<file path="src/rtl/arb_pkg.sv">
// Shared types and sizing for the 4-way round-robin arbiter.
//   NREQ : number of requesters (fixed at 4)
//   IDW  : width of the encoded grant index
//   arb_state_t : arbiter FSM states
package arb_pkg;
  localparam int NREQ = 4;
  localparam int IDW  = 2;

  typedef enum logic {ARB_IDLE, ARB_BUSY} arb_state_t;
endpackage

</file>
<file path="src/rtl/rr_prio_enc_4_2.sv">
// Rotating priority encoder: finds the first set request at or above ptr,
// wrapping modulo 4. Purely combinational.
//   req [3:0] : request vector
//   ptr [1:0] : index with highest priority
//   idx [1:0] : winning index (don't-care when any=0)
//   any       : at least one request set
module rr_prio_enc_4_2
  import arb_pkg::*;
(
  input  logic [NREQ-1:0] req,
  input  logic [IDW-1:0]  ptr,
  output logic [IDW-1:0]  idx,
  output logic            any
);

  logic [2*NREQ-1:0] dbl;
  logic [NREQ-1:0]   rot;
  logic [IDW-1:0]    off;
  logic              found;

  always_comb begin
    // Rotate right by ptr so the priority origin lands on bit 0.
    dbl   = {req, req};
    rot   = NREQ'(dbl >> ptr);
    off   = '0;
    found = 1'b0;
    for (int unsigned i = 0; i < NREQ; i++) begin
      if (!found && rot[i]) begin
        off   = IDW'(i);
        found = 1'b1;
      end
    end
    any = |req;
    idx = off + ptr;  // wraps modulo 4 through the IDW-bit width
  end

endmodule

</file>
<file path="src/rtl/rr_arbiter_4.sv">
// Round-robin arbiter for 4 requesters with hold-until-release handshake
// and an optional watchdog that forces release after MAX_HOLD cycles.
//   clk       : clock, rising edge
//   rst       : synchronous active-high reset
//   en        : allow new grants
//   req [3:0] : requests, held for the whole transaction
//   gnt [3:0] : registered one-hot grant
//   gnt_id    : encoded grant index (0 when idle)
//   gnt_valid : any grant active
//   timeout   : one-cycle pulse in the first cycle after a forced release
module rr_arbiter_4
  import arb_pkg::*;
#(
  parameter int MAX_HOLD = 16,
  parameter int CW       = 5
) (
  input  logic            clk,
  input  logic            rst,
  input  logic            en,
  input  logic [NREQ-1:0] req,
  output logic [NREQ-1:0] gnt,
  output logic [IDW-1:0]  gnt_id,
  output logic            gnt_valid,
  output logic            timeout
);

  // With the watchdog off the counter just saturates at all-ones.
  localparam logic [CW-1:0] HOLD_SAT = (MAX_HOLD > 0) ? CW'(MAX_HOLD - 1) : {CW{1'b1}};
  localparam logic          WD_ON    = (MAX_HOLD != 0);

  arb_state_t      state_q, state_d;
  logic [NREQ-1:0] gnt_q, gnt_d;
  logic [IDW-1:0]  id_q, id_d;
  logic            to_q, to_d;
  logic [IDW-1:0]  ptr_q, ptr_d;
  logic [CW-1:0]   hold_q, hold_d;

  logic [IDW-1:0]  scan_ptr;
  logic [IDW-1:0]  win;
  logic            any;
  logic            holding;
  logic            forced;

  // While busy, the only scan that matters is the one at release, which
  // starts just past the current holder; that is the future ptr value.
  assign scan_ptr = (state_q == ARB_BUSY) ? id_q + 1'b1 : ptr_q;

  rr_prio_enc_4_2 u_enc (
    .req (req),
    .ptr (scan_ptr),
    .idx (win),
    .any (any)
  );

  assign holding = req[id_q];
  assign forced  = WD_ON && holding && (hold_q == HOLD_SAT);

  always_comb begin
    state_d = state_q;
    gnt_d   = gnt_q;
    id_d    = id_q;
    ptr_d   = ptr_q;
    hold_d  = hold_q;
    to_d    = 1'b0;
    unique case (state_q)
      ARB_IDLE: begin
        gnt_d = '0;
        id_d  = '0;
        if (en && any) begin
          state_d = ARB_BUSY;
          gnt_d   = NREQ'(1) << win;
          id_d    = win;
          hold_d  = '0;
        end
      end
      ARB_BUSY: begin
        if (holding && !forced) begin
          if (hold_q != HOLD_SAT) hold_d = hold_q + 1'b1;
        end else begin
          ptr_d  = id_q + 1'b1;
          to_d   = forced;
          hold_d = '0;
          if (en && any) begin
            gnt_d = NREQ'(1) << win;
            id_d  = win;
          end else begin
            state_d = ARB_IDLE;
            gnt_d   = '0;
            id_d    = '0;
          end
        end
      end
      default: state_d = ARB_IDLE;
    endcase
  end

  always_ff @(posedge clk) begin
    if (rst) begin
      state_q <= ARB_IDLE;
      gnt_q   <= '0;
      id_q    <= '0;
      to_q    <= 1'b0;
      ptr_q   <= '0;
      hold_q  <= '0;
    end else begin
      state_q <= state_d;
      gnt_q   <= gnt_d;
      id_q    <= id_d;
      to_q    <= to_d;
      ptr_q   <= ptr_d;
      hold_q  <= hold_d;
    end
  end

  assign gnt       = gnt_q;
  assign gnt_id    = id_q;
  assign gnt_valid = |gnt_q;
  assign timeout   = to_q;

endmodule

</file>
<file path="config.mk">
export PLATFORM = sky130hd
export DESIGN_NAME = rr_arbiter_4
export DESIGN_NICKNAME = d
export VERILOG_FILES = /design/src/rtl/arb_pkg.sv /design/src/rtl/rr_prio_enc_4_2.sv /design/src/rtl/rr_arbiter_4.sv
export SDC_FILE = /design/constraint.sdc
export NUM_CORES = 1
export LEC_CHECK = 0
export ABC_AREA = 1
export ABC_CLOCK_PERIOD_IN_PS = 3700
export BUFFER_PORTS_ARGS = -buffer_cell sky130_fd_sc_hd__buf_2
export CAP_MARGIN = 15
export CORE_ASPECT_RATIO = 1.5
export CORE_UTILIZATION = 40
export DETAILED_ROUTE_END_ITERATION = 8
export PLACE_DENSITY = 0.62
export SLEW_MARGIN = 20
export SYNTH_ARGS = -nofsm -noshare
export SYNTH_HDL_FRONTEND = slang
export SYNTH_SLANG_ARGS = --single-unit
</file>
<file path="constraint.sdc">
create_clock -name clk -period 3.7 [get_ports clk]
set_clock_uncertainty 0.1 [all_clocks]
set_input_delay 0.555 -clock clk [delete_from_list [all_inputs] [get_ports clk]]
set_output_delay 0.555 -clock clk [all_outputs]
set_load 0.005 [all_outputs]
</file>
# After elaboration in Yosys (flattened, before gate mapping)

Index checks and enable logic that the tools add are counted.
Widths: inputs -> output; s select.

Bits in registers: 15
Output and inout port bits: 8
Logic and storage cells: 56

Add/sub/neg operators: 3
$lt $le $gt $ge: 1
Equal/unequal tests: 5
Shift-type cells: 2
Multiplexer cells: 22
Bitwise logic cells: 2
Reduce and logical (&&, ||, !) cells: 15

Operators with widths:

| cell                | number |
|---|---|
| $mux 5              | 3 |
| $mux 2              | 5 |
| $pmux 5 s2          | 1 |
| $mux 4              | 2 |
| $pmux 4 s2          | 1 |
| $reduce_or 4->1     | 2 |
| $shr 8x2->4         | 1 |
| $mux 1              | 7 |
| $logic_and 1x1->1   | 6 |
| $add 5x1->5 const B | 1 |
| $eq 5x4->1 const B  | 1 |
| $ne 5x4->1 const B  | 1 |
| $logic_not 1->1     | 4 |
| $ne 2x2->1 const B  | 2 |
| $pmux 2 s2          | 1 |
| $reduce_and 2->1    | 2 |
| $shl 1x2->4 const A | 1 |
| $lt 2x3->1 const B  | 1 |
| $ne 3x2->1 const B  | 1 |
| $reduce_or 3->1     | 1 |
| $add 2x1->2 const B | 1 |
| $add 2x2->2         | 1 |
| $bmux 1 s2          | 1 |
| $not 1->1           | 2 |
| $pmux 1 s2          | 1 |

# Depth between registers and ports, before layout

Gate-level depths: netlist (run 1).

Depth in word-level cells: 18
Gate-level depth with buffers: 17

# Cells and area by module

From an unflattened synthesis (run 1), not the netlist that was laid out.

Cell total of the unflattened synthesis: 150
Area total of the unflattened synthesis: 1016.0 µm²

By module, submodules not included:

| module          | instances | cells each | area each (µm²) | seq. area each (µm²) |
|---|---|---|---|---|
| rr_arbiter_4    | 1         | 115        | 844.6           | 300.3 |
| rr_prio_enc_4_2 | 1         | 35         | 171.4           | 0.0 |

# Worst setup path before layout (run 1)

No wires, ideal clock.

Path kind: register -> register
Start: register id_q[0], in the netlist gnt_id[0]
End: register gnt_q[0], in the netlist gnt[0]
Setup time: 0.127 ns
Arrival time: 1.794 ns
Required time: 3.473 ns
Slack: 1.679 ns
Cell stages (with the launch flop): 17
Path buffers: 0
Path through: dfxtp_1 > inv_2 > nand2_4 > nand2_4 > nand2_1 > nand2_1 > nand2_1 > nand2_2 > a31oi_1 > nor2_1 > ha_1 > xor2_2 > inv_1 > nand2_2 > nand2_2 > nand2_1 > a21oi_2

Longest elaborated chain between the ends: 18

Ends and longest elaborated chain:

| what                   | RTL line                               | RTL |
|---|---|---|
| start, declared        | rr_arbiter_4.sv:33                     | `logic [IDW-1:0] id_q, id_d;` |
| start signal, assigned | rr_arbiter_4.sv:108                    | `id_q <= id_d;` |
| $add 2x1->2            | rr_arbiter_4.sv:46                     | `assign scan_ptr = (state_q == ARB_BUSY) ? id_q + 1'b1 : ptr_q;` |
| $mux 2                 | rr_arbiter_4.sv:46                     |  |
| $shr 8x2->4            | rr_prio_enc_4_2.sv:24                  | `rot = NREQ'(dbl >> ptr);` |
| $mux 1                 | rr_prio_enc_4_2.sv:28                  | `if (!found && rot[i]) begin` |
| $logic_not 1->1        | rr_prio_enc_4_2.sv:28                  |  |
| $logic_and 1x1->1      | rr_prio_enc_4_2.sv:28                  |  |
| $mux 1                 | rr_prio_enc_4_2.sv:28                  |  |
| $logic_not 1->1        | rr_prio_enc_4_2.sv:28                  |  |
| (+2 left out)          | -                                      |  |
| $logic_not 1->1        | rr_prio_enc_4_2.sv:28                  |  |
| $logic_and 1x1->1      | rr_prio_enc_4_2.sv:28                  |  |
| $mux 2                 | rr_prio_enc_4_2.sv:28                  |  |
| $add 2x2->2            | rr_prio_enc_4_2.sv:34                  | `idx = off + ptr;` |
| $shl 1x2->4            | rr_arbiter_4.sv:71, rr_arbiter_4.sv:84 |  |
| $mux 4                 | rr_arbiter_4.sv:69, rr_arbiter_4.sv:83 |  |
| $mux 4                 | rr_arbiter_4.sv:77                     | `if (holding && !forced) begin` |
| $pmux 4 s2             | rr_arbiter_4.sv:65                     | `unique case (state_q)` |
| end signal, assigned   | rr_arbiter_4.sv:107                    | `gnt_q <= gnt_d;` |
| end, declared          | rr_arbiter_4.sv:32                     | `logic [NREQ-1:0] gnt_q, gnt_d;` |

Several ways; a longest one is shown, not always the timed one. The select of a mux whose other input is x is not followed.
A chain may end at the register's enable or synchronous reset.

# Worst setup path after layout (run 1)

Start: register state_q
End: register gnt_q[0], in the netlist gnt[0]

Longest elaborated chain between the ends: 17

Ends and longest elaborated chain:

| what                   | RTL line                               | RTL |
|---|---|---|
| start, declared        | rr_arbiter_4.sv:31                     | `arb_state_t state_q, state_d;` |
| start signal, assigned | rr_arbiter_4.sv:106                    | `state_q <= state_d;` |
| $mux 2                 | rr_arbiter_4.sv:46                     |  |
| $shr 8x2->4            | rr_prio_enc_4_2.sv:24                  |  |
| $mux 1                 | rr_prio_enc_4_2.sv:28                  |  |
| $logic_not 1->1        | rr_prio_enc_4_2.sv:28                  |  |
| $logic_and 1x1->1      | rr_prio_enc_4_2.sv:28                  |  |
| $mux 1                 | rr_prio_enc_4_2.sv:28                  |  |
| $logic_not 1->1        | rr_prio_enc_4_2.sv:28                  |  |
| $logic_and 1x1->1      | rr_prio_enc_4_2.sv:28                  |  |
| $mux 1                 | rr_prio_enc_4_2.sv:28                  |  |
| $logic_not 1->1        | rr_prio_enc_4_2.sv:28                  |  |
| $logic_and 1x1->1      | rr_prio_enc_4_2.sv:28                  |  |
| $mux 2                 | rr_prio_enc_4_2.sv:28                  |  |
| $add 2x2->2            | rr_prio_enc_4_2.sv:34                  |  |
| $shl 1x2->4            | rr_arbiter_4.sv:71, rr_arbiter_4.sv:84 |  |
| $mux 4                 | rr_arbiter_4.sv:69, rr_arbiter_4.sv:83 |  |
| $mux 4                 | rr_arbiter_4.sv:77                     |  |
| $pmux 4 s2             | rr_arbiter_4.sv:65                     |  |

Several ways; a longest one is shown, not always the timed one. The select of a mux whose other input is x is not followed.

==> run metrics, run 1 <==
status complete, no violations; Pwr Density roughly 430 mW/mm²; sw power about 0.19 mW; register area share after synthesis between 20% and 30%; R2R cell count 16; DR top layer met4; vias per cell a little over 5; Post-CTS Setup Bufs 0; Synth-to-Final Area Change 10.9%; metal2 WL between 1000 and 1500 µm; Critical Path Sink Type flip-flop; synth top area cells dfxtp_1 30%, nand2_1 19%, nand2_2 6.8%; Final min period ~2.3 ns; crit share post-route approximately 63%; Die Height 63.6 µm; sequential share of power between 40% and 50%; clock-pin slew on the worst setup and hold paths about 0.08 ns; # fillers between 200 and 300; VDD IR max between 200 and 300 µV; H-Tree Depth 1; switching part of the total about 39%; via count roughly 1,000; Post-CTS Resized 0; row count 22; CTS tree yes; Port-buffer cells 14; combinational fraction of design power between 40% and 50%; Die Span X between 40 and 50 µm; Worst EP required roughly 3.8 ns; # hold bufs at CTS 0; yosys warns 0; crit path max fanout 8; share of cells above drive strength 1 between 20 and 25%; Slew @ Worst Pin 0.360 ns; Post-Syn Instances between 150 and 200; DR iter-0 viols 23; Met1 Wirelength roughly 1000 µm; clock buffer depth 2; HPWL Detailed ~1900 µm; share of Yosys cell area claimed by the top area cell type slightly below 30%; crit start category flip-flop; crit path DAT ~2.4 ns; vias in the first global route just under 1,000; first-pass GRT wire length ~3900 µm; number of max-cap violations 0; Hold Slack approximately 0.38 ns; wire length on met3 between 20 and 30 µm; gr ovfl total 0; initial antenna violation count 0; Highest Clock Rate between 0.4 and 0.5 GHz; Clock Latency Late Sink around 0.27 ns; TritonCTS Buffers 3; setup violators final 0; initial core utilization between 40% and 50%; HP Class flip-flop to flip-flop; mean area per synthesized cell roughly 6.5 µm²; final WL about 2300 µm; Post-Syn Area roughly 0.001 mm²; CTS Root Buffer Type clkbuf_4; RD Place Congestion 0.815; largest net degree at the start of global routing 12; Worst slew margin between 70 and 80%; DRT Pass-1 Iters 4; Slew Limit Fails 0; Total Routing Usage GR about 18%; Worst Hold Path Cells 2; DR DRC count 0; Core Area 0.00242 mm²; area leader, netlist dfxtp_1; Synth cell types 28; nets@finish 182; Die ar. approximately 0.0027 mm²; Syn Nets ~170; DRT antenna net count 0; clock share of power a little under a fifth; Seq cells post-synth 15; n_diodes 0; Pleak around 0.56 nW; Hold Fails Final Rpt 0; CP Class flip-flop to flip-flop; clock sinks 15; Cell Int Power ~0.3 mW; io pins 15; setup total negative slack 0 ns; routed len/inst 11.8 µm; RSZ-0062 raised after global routing false
==> placed cells by master, fill, tap and decap left out <==
cell / instances
inv_2: 3
nand3b_1: 1
a21oi_2: 1
a211oi_1: 1
nand4_1: 2
or4_1: 1
nand3_1: 11
nand3_2: 2
a21oi_1: 10
clkbuf_4: 3
ha_1: 3
buf_2: 14
o21a_1: 1
nor2_4: 1
o21ai_0: 4
nor4_1: 1
or2_2: 1
nand2_2: 11
xor2_2: 1
o211ai_1: 1
nand2_1: 52
nand2_4: 2
o21ai_1: 2
a2bb2oi_1: 1
a31oi_1: 2
clkbuf_1: 1
nor2_1: 9
dfxtp_1: 15
inv_1: 14
==> logic make-up after synthesis <==
| group | synth area share, % |
|---|---|
| buffers and inverters | 7.90 |
| AND/OR/NAND/NOR | 44.1 |
| flip-flops | 29.6 |
| adder cells (fa/ha/maj) | 3.70 |
| AO/OA/AOI/OAI | 13.1 |
| XOR/XNOR | 1.61 |
==> metal layers <==
| layer | track usage (%) | vias to the layer above |
|---|---|---|
| met5 | 0 | - |
| met3 | 0.860 | 6 |
| li1 | - | 533 |
| met2 | 32.8 | 13 |
| met1 | 20.9 | 449 |
| met4 | 9.09 | 0 |
==> Yosys cell counts, drive strengths merged <==
cell,number
nand2,65
inv,17
dfxtp,15
nand3,13
a21oi,11
nor2,10
o21ai,6
ha,3
a31oi,2
nand4,2
a211oi,1
a2bb2oi,1
buf,1
dlygate4sd1,1
nand3b,1
nor4,1
o211ai,1
o21a,1
or2,1
or4,1
xor2,1
==> registers in the layout, summed over array words and instances (netlist names) <==
name,flops
timeout,1
gnt_id,2
state_q,1
gnt,4
ptr_q,2
hold_q,5
==> path summary, 6_finish.rpt <==
kind	from	endpoint	slack (ns)
setup / recovery	state_q	gnt[0]	1.36
hold / removal	gnt[3]	gnt[3]	0.38
setup reg to reg	state_q	gnt[0]	1.36
hold reg to reg	gnt[3]	gnt[3]	0.38
==> area by class of cell <==
type	instances	area, µm²	area share (%)
Clock buffer	4	26.3	2.34
Inverter	17	63.8	5.68
Multi-Input combinational cell	121	633	56.3
Sequential cell	15	300	26.7
Tap cell	24	30.0	2.67
Timing Repair Buffer	14	70.1	6.24
==> power by group through the flow <==
stage               Sequential, mW  Combinational [mW]  Clock, mW
floorplan                    0.192               0.154          0
global placement             0.196               0.196          0
detailed placement           0.197               0.199          0
CTS                          0.193               0.200     0.0961
global route                 0.196               0.225      0.105
finish                       0.193               0.198     0.0885
==> through the flow <==
| step | utilization, % | std cells | cell area (µm²) | setup WS, ns | power [mW] |
|---|---|---|---|---|---|
| final | 46.4 | 195 | 1120 | 1.36 | 0.480 |
| after floorplan | - | 155 | 1010 | 1.68 | 0.346 |
| after detailed placement | 45.3 | 191 | 1100 | 1.38 | 0.395 |
| after global routing | 46.4 | 195 | 1120 | 1.19 | 0.526 |
| after global placement | 45.3 | 191 | 1100 | 1.40 | 0.392 |
| after CTS | 46.4 | 195 | 1120 | 1.36 | 0.489 |
==> critical path, cell delays in order (launching register included) <==
cell	delay, ns
dfxtp_1	0.54
inv_2	0.12
nand2_1	0.16
nand2_4	0.09
nand2_1	0.08
nand2_1	0.07
nand2_1	0.07
nand2_2	0.07
a31oi_1	0.14
nor2_1	0.06
ha_1	0.21
xor2_2	0.19
inv_1	0.07
nand2_2	0.10
nand2_2	0.06
nand2_1	0.07
a21oi_2	0.05
Note: power is estimated with default switching activity, not from simulation.
==> run 2, diff against run 1 <==
--- a/config.mk
+++ b/config.mk
@@ -6,7 +6,7 @@
 export NUM_CORES = 1
 export LEC_CHECK = 0
 export ABC_AREA = 1
-export ABC_CLOCK_PERIOD_IN_PS = 3700
+export ABC_CLOCK_PERIOD_IN_PS = 2200
 export BUFFER_PORTS_ARGS = -buffer_cell sky130_fd_sc_hd__buf_2
 export CAP_MARGIN = 15
 export CORE_ASPECT_RATIO = 1.5
==> constraint.sdc (replaced) <==
create_clock -name clk -period 2.2 [get_ports clk]
set_clock_uncertainty 0.1 [all_clocks]
set_input_delay 0.33 -clock clk [delete_from_list [all_inputs] [get_ports clk]]
set_output_delay 0.33 -clock clk [all_outputs]
set_load 0.005 [all_outputs]
==> run 2 against run 1 <==
Cell count grew 7.2%. Global-route usage shrank 0.39 points. Combinational power grew 98%. Hold slack lost 0.13 ns. Sequential power grew 67%. Die area is the same. Count of clock-buffer cells in the layout is the same. Final area grew 10%. Critical path type unchanged. Setup slack lost 1.2 ns. Sequential cell count is the same. Via count grew 6.1%.
==> run metrics, run 2 (synthesized netlist as in run 1, its figures left out) <==
status complete, no violations; CTS Root Buffer Type clkbuf_4; Core Area 0.00242 mm² (unchanged); max reg flops 5 (unchanged); Clock Latency Late Sink 0.27 ns (about the same); routed len/inst 10.9 µm (-8.1%); Slew Limit Fails 0 (unchanged); Highest Clock Rate 0.494 GHz (+16%); io pins 15 (unchanged); H-Tree Depth 1 (unchanged); Die Height 63.6 µm (unchanged); CP Class flip-flop to flip-flop; largest net degree at the start of global routing 12 (unchanged); share of cells above drive strength 1 31.4% (+8.5 points); DR DRC count 0 (unchanged); crit start category flip-flop; initial antenna violation count 0 (unchanged); commonest non-fill, non-tap cell in the layout nand2_1; initial core utilization 41.8% (unchanged); DRT antenna net count 0 (unchanged); HPWL Detailed 1890 µm (+1.9%); gr ovfl total 0 (unchanged); clock buffer depth 2 (unchanged); setup total negative slack 0 ns (unchanged); TritonCTS Buffers 3 (unchanged); HP Class input pin to flip-flop; DR iter-0 viols 40 (+74%); RD Place Congestion 0.834 (+2.3%); n_diodes 0 (unchanged); clock sinks 15 (unchanged); CTS tree yes; via count 1,062 (+6.1%); Critical Path Sink Type flip-flop; # fillers 263 (-3.0%); crit path max fanout 6 (-2); Total Routing Usage GR 17.9% (-0.39 points); Synth-to-Final Area Change 22.3%; Pwr Density 697 mW/mm² (+63%); clock-pin slew on the worst setup and hold paths 0.08 ns (about the same); Final min period 2.02 ns (-0.314 ns); number of max-cap violations 0 (unchanged); Pwr Total 0.864 mW (+80%); crit path DAT 2.13 ns (-0.27 ns); Largest Register hold_q; Die Span X 43.1 µm (unchanged); # hold bufs at CTS 0 (unchanged); Port-buffer cells 14 (unchanged); commonest cells after routing, fill and taps aside 51 x nand2_1, 14 x inv_1, 14 x buf_2, 14 x buf_4; setup violators final 0 (unchanged); Pleak 0.626 nW (+13%); RSZ-0062 raised after global routing false; nets@finish 196 (+7.7%); VDD IR max 401 µV (+60%); Die ar. 0.00274 mm² (unchanged); vias in the first global route 958 (-0.62%); row count 22 (unchanged); first-pass GRT wire length 3830 µm (-1.9%); vias per cell 5.08 (-1.0%); Hold Fails Final Rpt 0 (unchanged); DRT Pass-1 Iters 4 (unchanged); final WL 2280 µm (-1.5%); crit share post-route 92.0% (+29 points); Worst EP required 2.31 ns (-1.45 ns); Slew @ Worst Pin 0.381 ns (+0.0211 ns); Worst slew margin 74.3% (-1.4 points)
[run 2: final timing paths]
path / from / slack, ns / endpoint / depth (start not counted)
setup / recovery: state_q / 0.18 / gnt_id[1] / 15
setup reg to reg: state_q / 0.18 / gnt_id[1] / 15
hold / removal: rst / 0.25 / gnt[0] / 2
hold reg to reg: gnt[2] / 0.38 / gnt[2] / 2
[run 2: report_power, final]
part	leakage, nW	internal, mW	switching [mW]	total (mW)
Combinational	0.488	0.173	0.220	0.393
Sequential	0.123	0.297	0.0250	0.322
Clock	0.0150	0.0703	0.0787	0.149
Total	0.626	0.541	0.323	0.864
[run 2: worst max-delay path, stage by stage (launching register included)]
cell      delay [ns]
dfxtp_4         0.37
buf_4           0.14
nand2_4         0.08
nand2_4         0.07
nand2_1         0.06
nand2_1         0.06
nand2_1         0.07
nand2_2         0.05
a31oi_1         0.14
nor2_1          0.06
ha_1            0.20
xor2_2          0.18
inv_1           0.07
nand2_2         0.10
nand3b_1        0.09
a21oi_1         0.12
[run 2: metal layers]
metal	global-route usage [%]	wire length, µm	part of all wire [%]
met1	20.2	937	41
met2	32.3	1240	54
met3	0.860	63	2.8
met4	9.09	34	1.5
met5	0	0	0
[run 2: stage by stage]
| step | util [%] | setup slack [ns] | instance area, µm² | hold WS [ns] | std cells |
|---|---|---|---|---|---|
| after floorplan | - | 0.179 | 1010 | 0.359 | 155 |
| after global placement | 49.6 | 0.0802 | 1200 | 0.364 | 205 |
| after detailed placement | 49.6 | 0.0506 | 1200 | 0.365 | 205 |
| after CTS | 50.7 | 0.0267 | 1230 | 0.253 | 209 |
| after global routing | 51.2 | 0.00570 | 1240 | 0.267 | 209 |
| final | 51.2 | 0.177 | 1240 | 0.253 | 209 |
[run 2: cell type report]
type | count | area (µm²) | share of cell area, %
repair buffers | 28 | 175 | 14.1
multi-input cells | 121 | 638 | 51.5
clock buffers | 4 | 26.3 | 2.12
flip-flops and latches | 15 | 307 | 24.7
inverters | 17 | 63.8 | 5.15
well taps | 24 | 30.0 | 2.42
[run 2: repair_timing]
action | CTS | global route
setup endpoints to repair | 0 | 6
gates resized for setup | 0 | 6
hold endpoints to repair | 0 | 0
setup buffers | 0 | 0
==> run 3, diff against run 2 <==
--- a/config.mk
+++ b/config.mk
@@ -5,14 +5,14 @@
 export SDC_FILE = /design/constraint.sdc
 export NUM_CORES = 1
 export LEC_CHECK = 0
-export ABC_AREA = 1
-export ABC_CLOCK_PERIOD_IN_PS = 2200
+export ABC_AREA = 0
+export ABC_CLOCK_PERIOD_IN_PS = 2300
 export BUFFER_PORTS_ARGS = -buffer_cell sky130_fd_sc_hd__buf_2
 export CAP_MARGIN = 15
 export CORE_ASPECT_RATIO = 1.5
 export CORE_UTILIZATION = 40
 export DETAILED_ROUTE_END_ITERATION = 8
-export PLACE_DENSITY = 0.62
+export PLACE_DENSITY = 0.63
 export SLEW_MARGIN = 20
 export SYNTH_ARGS = -nofsm -noshare
 export SYNTH_HDL_FRONTEND = slang
==> constraint.sdc (replaced) <==
create_clock -name clk -period 2.3 [get_ports clk]
set_clock_uncertainty 0.1 [all_clocks]
set_input_delay 0 -clock clk [delete_from_list [all_inputs] [get_ports clk]]
set_output_delay 0 -clock clk [all_outputs]
set_load 0.005 [all_outputs]
==> run 3 against run 2 <==
Count of clock-buffer cells in the layout stayed put. Sequential cell count stayed put. Global-route usage is 1.7 points lower. Sequential share of layout area is 1.8 points higher. Final area is 8.8% lower. Clock power is 5% higher. Critical path depth is 8 lower. Synthesized cell count is 25% lower. Combinational power is 53% lower.
==> run metrics, run 3 <==
vias in the first global route 795 (-17%); Hold Fails Final Rpt 0 (unchanged); Synth Flop Type dfxtp_1; nets@finish 152 (-22%); max reg flops 5 (unchanged); slowest CP cell dfxtp_1; DRT antenna net count 0 (unchanged); final WL 2080 µm (-8.4%); crit start category flip-flop; Largest Register hold_q; HP Class input pin to flip-flop; Slew Limit Fails 0 (unchanged); Synth async-reset ratio 0% (unchanged); Critical Path Sink Type flip-flop; area leader, netlist dfxtp_1; pre-CTS WS 0.0771 ns (+0.0265 ns); Worst EP required 2.38 ns (+0.07 ns); Syn Nets 127 (-23%); Die Span X 41.5 µm (-3.8%); CP Class flip-flop to flip-flop; cells along the critical path ha_1 -> and3_1 -> ha_1 -> nor2b_1 -> a211o_2 -> a211oi_1 -> a211o_2; Port-buffer cells 14 (unchanged); initial core utilization 42.3% (+0.51 points); clock sinks 15 (unchanged); HP Start req[2]; crit share post-route 93.2% (+1.2 points); clock-pin slew on the worst setup and hold paths 0.09 ns (about the same); first-pass GRT wire length 3250 µm (-15%); VDD IR max 343 µV (-15%); final worst slack 0.156 ns (-0.0205 ns); initial antenna violation count 0 (unchanged); number of max-cap violations 0 (unchanged); R2R cell count 7 (-8); worst r2r dst gnt_id[1]; HPWL Detailed 1590 µm (-16%); worst min-delay path endpoint state_q; clock buffer depth 2 (unchanged); Worst Hold Path Cells 3 (+1); Synth-to-Final Area Change 21.0%; Post-Syn Area 935 µm² (-7.8%); largest net degree at the start of global routing 12 (unchanged); CP top delay family compound AO/OA/AOI/OAI gates; r2r setup slk 0.16 ns (-0.02 ns); commonest non-fill, non-tap cell in the layout nor2_1; crit path max fanout 6 (unchanged); post-layout util 51.2% (+0.059 points); row count 21 (-4.5%); status complete, no violations; DR DRC count 0 (unchanged); Die Height 61.2 µm (-3.8%); setup total negative slack 0 ns (unchanged); H-Tree Depth 1 (unchanged); Pwr Density 550 mW/mm² (-21%); RSZ-0062 raised after global routing false; io pins 15 (unchanged); share of cells above drive strength 1 24.8% (-6.5 points); DR iter-0 viols 39 (-2.5%); Post-Syn Instances 117 (-25%); mean area per synthesized cell 7.99 µm² (+22%); register area share after synthesis 32.1% (+2.5 points); Pleak 0.477 nW (-24%); share of Yosys cell area claimed by the top area cell type 32.1% (+2.5 points); n_diodes 0 (unchanged); commonest cells after routing, fill and taps aside 17 x nor2_1, 15 x dfxtp_1, 14 x buf_2; Synth top cells by count 17 x nor2_1, 15 x dfxtp_1, 10 x nand2_1, 10 x o21ai_0, 9 x nand3_1; Total Routing Usage GR 16.2% (-1.7 points); vias per cell 5.99 (+18%); gr ovfl total 0 (unchanged); CTS tree yes; Die ar. 0.00254 mm² (-7.5%); RD Place Congestion 0.876 (+5.1%); reg-to-reg critical path startpoint hold_q[0]; synth top area cells dfxtp_1 32%, nor2_1 6.8%, o21ai_0 5.4%; Core Area 0.00221 mm² (-8.9%); Clock Latency Late Sink 0.29 ns (+0.02 ns); yosys warns 0 (unchanged); DRT Pass-1 Iters 4 (unchanged); most common cell in the synthesized netlist nor2_1; CTS Root Buffer Type clkbuf_4; Worst Path Buf+Inv 0 (-2); Highest Clock Rate 0.467 GHz (-5.6%); Seq cells post-synth 15 (unchanged); Synth cell types 40 (+43%); setup violators final 0 (unchanged); Worst slew margin 56.6% (-18 points); Slew @ Worst Pin 0.642 ns (+0.261 ns); via count 982 (-7.5%); TritonCTS Buffers 3 (unchanged); routed len/inst 12.7 µm (+17%); EDFF count, synth 0 (unchanged); crit path DAT 2.22 ns (+0.09 ns); Final min period 2.14 ns (+0.121 ns); CP peak stage delay 0.34 ns (-0.03 ns)
run 3: through the flow:
stage                     instance area, µm²  total power [mW]  hold WS, ns  std cells
after floorplan                          935             0.401       0.0950        117
after global placement                  1060             0.457        0.215        157
after detailed placement                1060             0.457        0.226        157
after CTS                               1110             0.615       0.0438        163
after global routing                    1130             0.650        0.102        164
final                                   1130             0.622       0.0572        164
run 3: repair_timing:
action | CTS | global route
setup endpoints to repair | 0 | 6
hold endpoints to repair | 9 | 0
buffers inserted | 0 | 1
gates resized for setup | 0 | 4
hold buffers | 2 | 0
run 3: worst register-to-register path, delay by kind of cell, from the launching register on:
family,cells,cell delay (ns)
compound gates,3,0.66
fa+ha+maj,2,0.46
flops,1,0.34
simple gates,2,0.47
run 3: layout make-up:
| class | instances | area [µm²] |
|---|---|---|
| fill | 215 | 1080 |
| multi-input combinational | 96 | 626 |
| sequential | 15 | 300 |
| timing repair buffer | 22 | 135 |
| tap | 23 | 28.8 |
| clock buffer | 4 | 26.3 |
| inverter | 4 | 15.0 |
run 3: power breakdown:
| part | switching, mW | total (mW) | leakage, nW | internal (mW) |
|---|---|---|---|---|
| clock network | 0.0884 | 0.156 | 0.0150 | 0.0674 |
| registers | 0.00967 | 0.283 | 0.122 | 0.273 |
| logic | 0.0972 | 0.183 | 0.341 | 0.0858 |
run 3: cell families after synthesis:
logic type,count (synthesis),share of synthesized area [%]
and+or+nand+nor,54,30.9
AOI/OAI and AO/OA,35,24.8
muxes,3,4.69
xor gates and xnor gates,1,0.937
DFF,15,32.1
buffers and inverters,6,2.54
adders and majority gates,3,4.02
run 3: how the worst max path moves through the flow:
stage          startpoint   endpoint  slack (ns)  cells past startpoint
2_1_floorplan   gnt_id[0]     gnt[2]        0.18                      9
3_3_place_gp    gnt_id[1]     gnt[2]        0.16                      9
3_5_place_dp    gnt_id[1]     gnt[2]        0.08                      9
4_1_cts         gnt_id[1]     gnt[2]        0.05                      9
5_1_grt         gnt_id[0]     gnt[3]        0.02                      9
6_report        hold_q[0]  gnt_id[1]        0.16                      7
run 3: metal layers:
metal / GRT usage (%) / wire [µm] / up-vias
met3: 2.05 / 77 / 4
met5: 0 / 0 / -
li1: - / - / 483
met4: 6.91 / 29 / 0
met2: 30.1 / 1060 / 25
met1: 18.7 / 912 / 470
